**config.mk**
```make
export PLATFORM = sky130hd
export DESIGN_NAME = data_ram_ctrl_flat
export DESIGN_NICKNAME = d
export VERILOG_FILES = /design/src/rtl/data_ram_if.sv /design/src/rtl/data_ram_ctrl.sv /design/src/flat_wrapper.sv
export SDC_FILE = /design/constraint.sdc
export NUM_CORES = 2
export LEC_CHECK = 0
export ABC_AREA = 1
export CORE_MARGIN = 2
export CORE_UTILIZATION = 37
export CTS_CLUSTER_SIZE = 24
export DETAILED_ROUTE_END_ITERATION = 7
export PLACE_DENSITY = 0.52
export SYNTH_ARGS = -nofsm -noshare
export SYNTH_HDL_FRONTEND = slang
export SYNTH_SLANG_ARGS = --single-unit
```
**constraint.sdc**
```tcl
create_clock -name CLK -period 6.1 [get_ports CLK]
set_clock_uncertainty 0.1 [all_clocks]
set_input_delay 1.22 -clock CLK [delete_from_list [all_inputs] [get_ports CLK]]
set_output_delay 1.22 -clock CLK [all_outputs]
set_load 0.01 [all_outputs]
```
**src/rtl/data_ram_if.sv**
```systemverilog
// Request/response bundle between the CPU load/store path (master) and data_ram_ctrl (slave).
interface data_ram_if #(
   parameter int ADDR_W = 8
);
   logic              req_valid;
   logic              req_ready;
   logic              req_write;
   logic [1:0]        req_mode;
   logic              req_unsigned;
   logic [ADDR_W-1:0] req_addr;
   logic [31:0]       req_wdata;
   logic              resp_valid;
   logic [31:0]       resp_rdata;
   logic              resp_fault;
   logic              init_done;

   modport master (
      output req_valid, req_write, req_mode, req_unsigned, req_addr, req_wdata,
      input  req_ready, resp_valid, resp_rdata, resp_fault, init_done
   );

   modport slave (
      input  req_valid, req_write, req_mode, req_unsigned, req_addr, req_wdata,
      output req_ready, resp_valid, resp_rdata, resp_fault, init_done
   );
endinterface

```
**src/rtl/data_ram_ctrl.sv**
```systemverilog
// Byte-addressed 32-bit-word data RAM with byte/half/word access, misalignment faults,
// configurable read latency and a post-reset clear sweep.
module data_ram_ctrl #(
   parameter int ADDR_W       = 8,
   parameter int READ_LATENCY = 1
) (
   input  logic      CLK,
   input  logic      reset,
   data_ram_if.slave bus
);
   localparam int WORD_AW   = ADDR_W - 2;
   localparam int WORDS     = 2 ** WORD_AW;
   localparam int WAIT_LOAD = (READ_LATENCY > 1) ? READ_LATENCY - 2 : 0;

   typedef enum logic [1:0] {
      ST_INIT = 2'd0,
      ST_IDLE = 2'd1,
      ST_WAIT = 2'd2,
      ST_RESP = 2'd3
   } state_t;

   state_t             state_r, state_next_s;
   logic [31:0]        mem_r [WORDS];
   logic [WORD_AW-1:0] cnt_r;
   logic [1:0]         wait_cnt_r;
   logic [31:0]        pend_data_r;
   logic               pend_fault_r;
   logic               req_ready_r, resp_valid_r, resp_fault_r, init_done_r;
   logic [31:0]        resp_rdata_r;
   logic               accept_s, fault_s, short_s;
   logic [WORD_AW-1:0] word_idx_s;
   logic [31:0]        rd_word_s, load_val_s;
   logic               wr_en_s;
   logic [WORD_AW-1:0] wr_idx_s;
   logic [31:0]        wr_data_s, wdata_rep_s;
   logic [3:0]         wr_mask_s;
   logic               ready_nxt_s, valid_nxt_s, init_nxt_s, fault_nxt_s;
   logic [31:0]        rdata_nxt_s;

   function automatic logic [3:0] lane_mask(input logic [1:0] mode, input logic [1:0] lo);
      logic [3:0] m;
      case (mode)
         2'b00:   m = 4'b0001 << lo;
         2'b01:   m = lo[1] ? 4'b1100 : 4'b0011;
         2'b10:   m = 4'b1111;
         default: m = 4'b0000;
      endcase
      return m;
   endfunction

   function automatic logic [31:0] extend_load(input logic [31:0] word, input logic [1:0] mode,
                                               input logic [1:0] lo, input logic uns);
      logic [7:0]  b;
      logic [15:0] h;
      logic [31:0] r;
      b = word[{lo, 3'b000} +: 8];
      h = lo[1] ? word[31:16] : word[15:0];
      case (mode)
         2'b00:   r = {{24{b[7] & ~uns}}, b};
         2'b01:   r = {{16{h[15] & ~uns}}, h};
         2'b10:   r = word;
         default: r = 32'h0000_0000;
      endcase
      return r;
   endfunction

   assign word_idx_s = bus.req_addr[ADDR_W-1:2];
   assign rd_word_s  = mem_r[word_idx_s];

   // Request decode: fault check, accept event and the value a load will return
   always_comb begin
      case (bus.req_mode)
         2'b00:   fault_s = 1'b0;
         2'b01:   fault_s = bus.req_addr[0];
         2'b10:   fault_s = (bus.req_addr[1:0] != 2'b00);
         default: fault_s = 1'b1;
      endcase
      accept_s = (state_r == ST_IDLE) && bus.req_valid && req_ready_r;
      short_s  = bus.req_write || fault_s || (READ_LATENCY <= 1);
      if (bus.req_write || fault_s) begin
         load_val_s = 32'h0000_0000;
      end else begin
         load_val_s = extend_load(rd_word_s, bus.req_mode, bus.req_addr[1:0], bus.req_unsigned);
      end
   end

   // Single write port: clear sweep during INIT, lane-merged store otherwise
   always_comb begin
      wr_en_s   = 1'b0;
      wr_idx_s  = cnt_r;
      wr_data_s = 32'h0000_0000;
      wr_mask_s = lane_mask(bus.req_mode, bus.req_addr[1:0]);
      case (bus.req_mode)
         2'b00:   wdata_rep_s = {4{bus.req_wdata[7:0]}};
         2'b01:   wdata_rep_s = {2{bus.req_wdata[15:0]}};
         default: wdata_rep_s = bus.req_wdata;
      endcase
      if (state_r == ST_INIT) begin
         wr_en_s = 1'b1;
      end else if (accept_s && bus.req_write && !fault_s) begin
         wr_en_s  = 1'b1;
         wr_idx_s = word_idx_s;
         for (int i = 0; i < 4; i++) begin
            wr_data_s[8*i +: 8] = wr_mask_s[i] ? wdata_rep_s[8*i +: 8] : rd_word_s[8*i +: 8];
         end
      end else begin
         wr_en_s = 1'b0;
      end
   end

   // Memory array write; the array itself is cleared by the INIT sweep, not by reset
   always_ff @(posedge CLK) begin
      if (!reset && wr_en_s) begin
         mem_r[wr_idx_s] <= wr_data_s;
      end
   end

   // State register
   always_ff @(posedge CLK) begin
      if (reset) begin
         state_r <= ST_INIT;
      end else begin
         state_r <= state_next_s;
      end
   end

   // Next-state logic
   always_comb begin
      state_next_s = state_r;
      case (state_r)
         ST_INIT: begin
            if (cnt_r == WORD_AW'(WORDS - 1)) state_next_s = ST_IDLE;
            else                              state_next_s = ST_INIT;
         end
         ST_IDLE: begin
            if (accept_s) state_next_s = short_s ? ST_RESP : ST_WAIT;
            else          state_next_s = ST_IDLE;
         end
         ST_WAIT: begin
            if (wait_cnt_r == 2'd0) state_next_s = ST_RESP;
            else                    state_next_s = ST_WAIT;
         end
         ST_RESP: state_next_s = ST_IDLE;
         default: state_next_s = ST_INIT;
      endcase
   end

   // Output logic, evaluated one cycle ahead so that every output comes from a flop
   always_comb begin
      ready_nxt_s = (state_next_s == ST_IDLE);
      valid_nxt_s = (state_next_s == ST_RESP);
      init_nxt_s  = (state_next_s != ST_INIT);
      if (accept_s) begin
         rdata_nxt_s = load_val_s;
         fault_nxt_s = fault_s;
      end else begin
         rdata_nxt_s = pend_data_r;
         fault_nxt_s = pend_fault_r;
      end
   end

   // Output registers; response data holds between pulses
   always_ff @(posedge CLK) begin
      if (reset) begin
         req_ready_r  <= 1'b0;
         resp_valid_r <= 1'b0;
         init_done_r  <= 1'b0;
         resp_rdata_r <= 32'h0000_0000;
         resp_fault_r <= 1'b0;
      end else begin
         req_ready_r  <= ready_nxt_s;
         resp_valid_r <= valid_nxt_s;
         init_done_r  <= init_nxt_s;
         if (valid_nxt_s) begin
            resp_rdata_r <= rdata_nxt_s;
            resp_fault_r <= fault_nxt_s;
         end
      end
   end

   // Clear counter, latency countdown and captured response
   always_ff @(posedge CLK) begin
      if (reset) begin
         cnt_r        <= '0;
         wait_cnt_r   <= 2'd0;
         pend_data_r  <= 32'h0000_0000;
         pend_fault_r <= 1'b0;
      end else begin
         if (state_r == ST_INIT) cnt_r <= cnt_r + 1'b1;
         if (accept_s) begin
            pend_data_r  <= load_val_s;
            pend_fault_r <= fault_s;
            wait_cnt_r   <= 2'(WAIT_LOAD);
         end else if (state_r == ST_WAIT && wait_cnt_r != 2'd0) begin
            wait_cnt_r <= wait_cnt_r - 2'd1;
         end
      end
   end

   assign bus.req_ready  = req_ready_r;
   assign bus.resp_valid = resp_valid_r;
   assign bus.resp_rdata = resp_rdata_r;
   assign bus.resp_fault = resp_fault_r;
   assign bus.init_done  = init_done_r;
endmodule
```
**src/flat_wrapper.sv**
```systemverilog
// flat-port wrapper written by rule: the top's interface ports become plain ports
module data_ram_ctrl_flat 
#(
   parameter int ADDR_W       = 8,
   parameter int READ_LATENCY = 1
)
  (CLK, reset, bus_req_valid, bus_req_write, bus_req_mode, bus_req_unsigned, bus_req_addr, bus_req_wdata, bus_req_ready, bus_resp_valid, bus_resp_rdata, bus_resp_fault, bus_init_done);
  data_ram_if #(.ADDR_W(ADDR_W)) bus_i ();
  input  logic CLK;
  input  logic reset;
  input wire logic [$bits(bus_i.req_valid)-1:0] bus_req_valid;
  input wire logic [$bits(bus_i.req_write)-1:0] bus_req_write;
  input wire logic [$bits(bus_i.req_mode)-1:0] bus_req_mode;
  input wire logic [$bits(bus_i.req_unsigned)-1:0] bus_req_unsigned;
  input wire logic [$bits(bus_i.req_addr)-1:0] bus_req_addr;
  input wire logic [$bits(bus_i.req_wdata)-1:0] bus_req_wdata;
  output wire logic [$bits(bus_i.req_ready)-1:0] bus_req_ready;
  output wire logic [$bits(bus_i.resp_valid)-1:0] bus_resp_valid;
  output wire logic [$bits(bus_i.resp_rdata)-1:0] bus_resp_rdata;
  output wire logic [$bits(bus_i.resp_fault)-1:0] bus_resp_fault;
  output wire logic [$bits(bus_i.init_done)-1:0] bus_init_done;
  assign bus_i.req_valid = bus_req_valid;
  assign bus_i.req_write = bus_req_write;
  assign bus_i.req_mode = bus_req_mode;
  assign bus_i.req_unsigned = bus_req_unsigned;
  assign bus_i.req_addr = bus_req_addr;
  assign bus_i.req_wdata = bus_req_wdata;
  assign bus_req_ready = bus_i.req_ready;
  assign bus_resp_valid = bus_i.resp_valid;
  assign bus_resp_rdata = bus_i.resp_rdata;
  assign bus_resp_fault = bus_i.resp_fault;
  assign bus_init_done = bus_i.init_done;
  data_ram_ctrl #(.ADDR_W(ADDR_W), .READ_LATENCY(READ_LATENCY)) u_core (.CLK(CLK), .reset(reset), .bus(bus_i));
endmodule
```
==> metrics.md <==
| Metric | Value |
|---|---|
| Number of H-tree levels | 4 |
| Via total after detailed routing | 57200 |
| Data arrival at the endpoint of the critical path | 5230 ps |
| Post-CTS Setup Inserts | 0 |
| Crit path time final | 4790 ps |
| Number of CTS-inserted buffers | 214 |
| Total congestion overflow | 0 |
| Detailed route wirelength on metal2 | 122 mm |
| Sequential element share of the synthesized area | 0.735 |
| Reported leakage power | 30.6 nW |
| Peak clock frequency supported by timing | 209 MHz |
| Global router's overall resource usage | 0.222 |
| Area used by sequential logic in the layout | 63100 sq um |
| Worst r2r path cells | 11 |
| PostCTS Resize Cnt | 0 |
| Critical path data required time | 6540 ps |
| Fillers | 21200 |
| Int Pwr | 0.0235 W |
| Clock tree from TritonCTS | done |
| Horizontal extent of the die | 486 um |
| Number of sinks handled by clock tree synthesis | 2127 |
| Area inside the core boundary | 230000 sq um |
| Clock Latency Late Sink | 870 ps |
| Effective utilization at floorplan | 0.373 |
| Most common cell after layout, fill and taps aside | sky130_fd_sc_hd__edfxtp_1 |
| Area of the multi-input gates | 20500 sq um |
| Flops & latches, synth | 2127 |
| Area of all placed cells without fillers | 98500 sq um |
| Routed length on met3 | 20.0 mm |
| Die Footprint | 236000 sq um |
| Setup repair after global routing missed its margin | no |
| Clock-pin slew on the worst setup and hold paths | 60 ps |
| Post-Route Setup TNS | 0 ps |
| Met1 Routed Length | 115 mm |
| Fin. max-slew vios | 0 |
| Max Cap Viol | 0 |
| Largest net degree at the start of global routing | 147 |
| Most frequent cells in the layout | 2048 x sky130_fd_sc_hd__edfxtp_1, 1160 x sky130_fd_sc_hd__nand2_1, 922 x sky130_fd_sc_hd__nand3_1 |
| Max Fanout on Critical Path | 19 |
| Synthesized cell area | 85800 sq um |
| I/O pin count | 83 |
| Vertical extent of the die | 486 um |
| Pre-CTS setup slack | 516 ps |
| Final hold violations | 0 |
| Sequential cell fraction of total power | 0.519 |
| Avg Vias per Cell | 5.53 |
| CTS Root Cell | sky130_fd_sc_hd__clkbuf_16 |
| Number of global-route vias before repair | 54600 |
| Startpoint class of the critical path | primary input |
| Power per cell area | 309 nW/um^2 |
| Number of DRC violations after detailed-routing iteration 0 | 6724 |
| Hold Path Stages | 2 |
| Synthesized net count | 7100 |
| Gp weighted congestion | 0.925 |
| IR drop worst, VDD | 0.228 mV |
| Number of placement rows | 176 |
| CP endpoint kind | flop |
| Slew at the pin closest to its max-slew limit | 1050 ps |
| Worst hold path class | reg -> reg |
| Hold Worst Slack | 367 ps |
| Count of unresolved DRC violations after routing | 0 |
| Switch share | 0.229 |
| Part of the power in combinational logic | 0.058 |
| Minimum setup slack in the final design | 1310 ps |
| Start-to-end type of the worst setup path | in -> reg |
| Distinct cell type count of the synthesized netlist | 31 |
| Number of warnings issued by yosys | 0 |
| First-pass GRT wire length | 384 mm |
| Final number of setup-violating endpoints | 0 |
| Detail Placement HPWL | 149 mm |
| Overall routed net length | 268 mm |
| Detailed-route wire length per cell | 25.9 um |
| Number of instances in the synthesized netlist | 7051 |
| Power share of the clock group | 0.423 |
| Outcome | finished clean |
| Count of buffers from port buffering | 82 |
| Worst slew margin | 0.300 |
| Drt first pass iters | 6 |
| Area growth from synthesis to layout | 14.8% |
| Max Used Layer | met5 |
| Number of antenna violations at the first check in global routing | 12 |
| Clock buffer depth | 3 |
| Layout cell share with drive strength beyond 1 | 0.0937 |
| Syn avg cell area | 12.2 sq um |
| Ratio of final minimum period to clock period | 0.785 |
| Switching power of the nets | 0.00698 W |
| Placed Instance Area | 91700 sq um |
| Number of nets in the layout | 7185 |
| Antenna Nets Post-Route | 0 |
| Hold-fix buffers at CTS | 0 |
-- critical path, stage by stage --
cell,delay [ps]
sky130_fd_sc_hd__clkdlybuf4s50_1,510
sky130_fd_sc_hd__inv_2,100
sky130_fd_sc_hd__nor2_2,240
sky130_fd_sc_hd__inv_2,210
sky130_fd_sc_hd__o21ai_1,230
sky130_fd_sc_hd__nor2_1,90
sky130_fd_sc_hd__nand2_1,330
sky130_fd_sc_hd__inv_2,190
sky130_fd_sc_hd__o21ai_0,480
sky130_fd_sc_hd__nand2_1,630
sky130_fd_sc_hd__nor2_4,700
sky130_fd_sc_hd__buf_12,260
-- power by group through the flow --
stage,registers (W),clock network (W),logic (W)
floorplan,0.0161,0,0.00102
global placement,0.0161,0,0.00173
detailed placement,0.0161,0,0.00174
CTS,0.0158,0.0131,0.00174
global route,0.0158,0.0137,0.00189
finish,0.0158,0.0129,0.00176
-- registers in the layout, indices dropped and copies added (netlist names) --
signal,cells
u_core.pend_fault_r,1
u_core.wait_cnt_r,2
u_core.pend_data_r,32
u_core.cnt_r,6
u_core.state_r,2
u_core.bus.init_done,1
u_core.bus.resp_valid,1
u_core.bus.req_ready,1
u_core.bus.resp_fault,1
u_core.bus.resp_rdata,32
u_core.mem_r,2048
-- stage by stage --
step           utilization  instances  power (W)
3_3_place_gp         0.398       9946     0.0179
5_1_grt              0.428      10300     0.0314
6_report             0.428      10300     0.0305
3_5_place_dp         0.398       9946     0.0179
4_1_cts              0.428      10300     0.0307
2_1_floorplan            -       7051     0.0171
-- final timing paths --
path | startpoint | slack (ps) | end
worst min register to register | u_core.wait_cnt_r[0] | 370 | u_core.wait_cnt_r[0]
worst max-delay path | bus_req_mode[1] | 1310 | u_core.mem_r[56][6]
worst max register to register | u_core.state_r[0] | 2290 | u_core.mem_r[56][6]
worst min-delay path | u_core.wait_cnt_r[0] | 370 | u_core.wait_cnt_r[0]
-- synthesized netlist by cell type (all sizes together) --
library cell / n / area [sq um]
edfxtp: 2048 / 61500
nand2: 1161 / 4360
nand3: 924 / 4630
o21ai: 829 / 4180
nor2: 796 / 2990
o22ai: 349 / 2180
buf: 312 / 1900
clkbuf: 174 / 653
a21oi: 155 / 776
inv: 152 / 576
dfxtp: 79 / 1580
o21a: 33 / 248
nand4: 9 / 56.3
nor3: 8 / 40.0
nor4: 8 / 50.1
o211ai: 8 / 60.1
a211oi: 2 / 15.0
ha: 2 / 25.0
a31oi: 1 / 6.26
clkinv: 1 / 3.75
-- metal layers --
metal | vias to the layer above | GRT usage
li1 | 25800 | -
met1 | 28900 | 0.313
met2 | 2153 | 0.341
met3 | 407 | 0.0384
met4 | 2 | 0.0879
met5 | - | 0
-- cells by family (layout without fill, tap and decap cells) --
family,after synthesis,after routing,synth area share
adders and majority gates,2,2,0.000292
DFF,2127,2127,0.735
other,0,4,0
AOI/OAI and AO/OA,1377,1377,0.0870
buffers and inverters,639,907,0.0365
and+or+nand+nor,2906,2906,0.141
-- layout make-up --
type / count / share of cell area
clock inverter: 123 / 0.0107
multi-input combinational: 4285 / 0.208
antenna: 4 / 0.000102
tap: 3026 / 0.0384
sequential: 2127 / 0.640
clock buffer: 276 / 0.0583
inverter: 153 / 0.00630
timing repair buffer: 355 / 0.0380
Power figures use the tool's default switching activity.
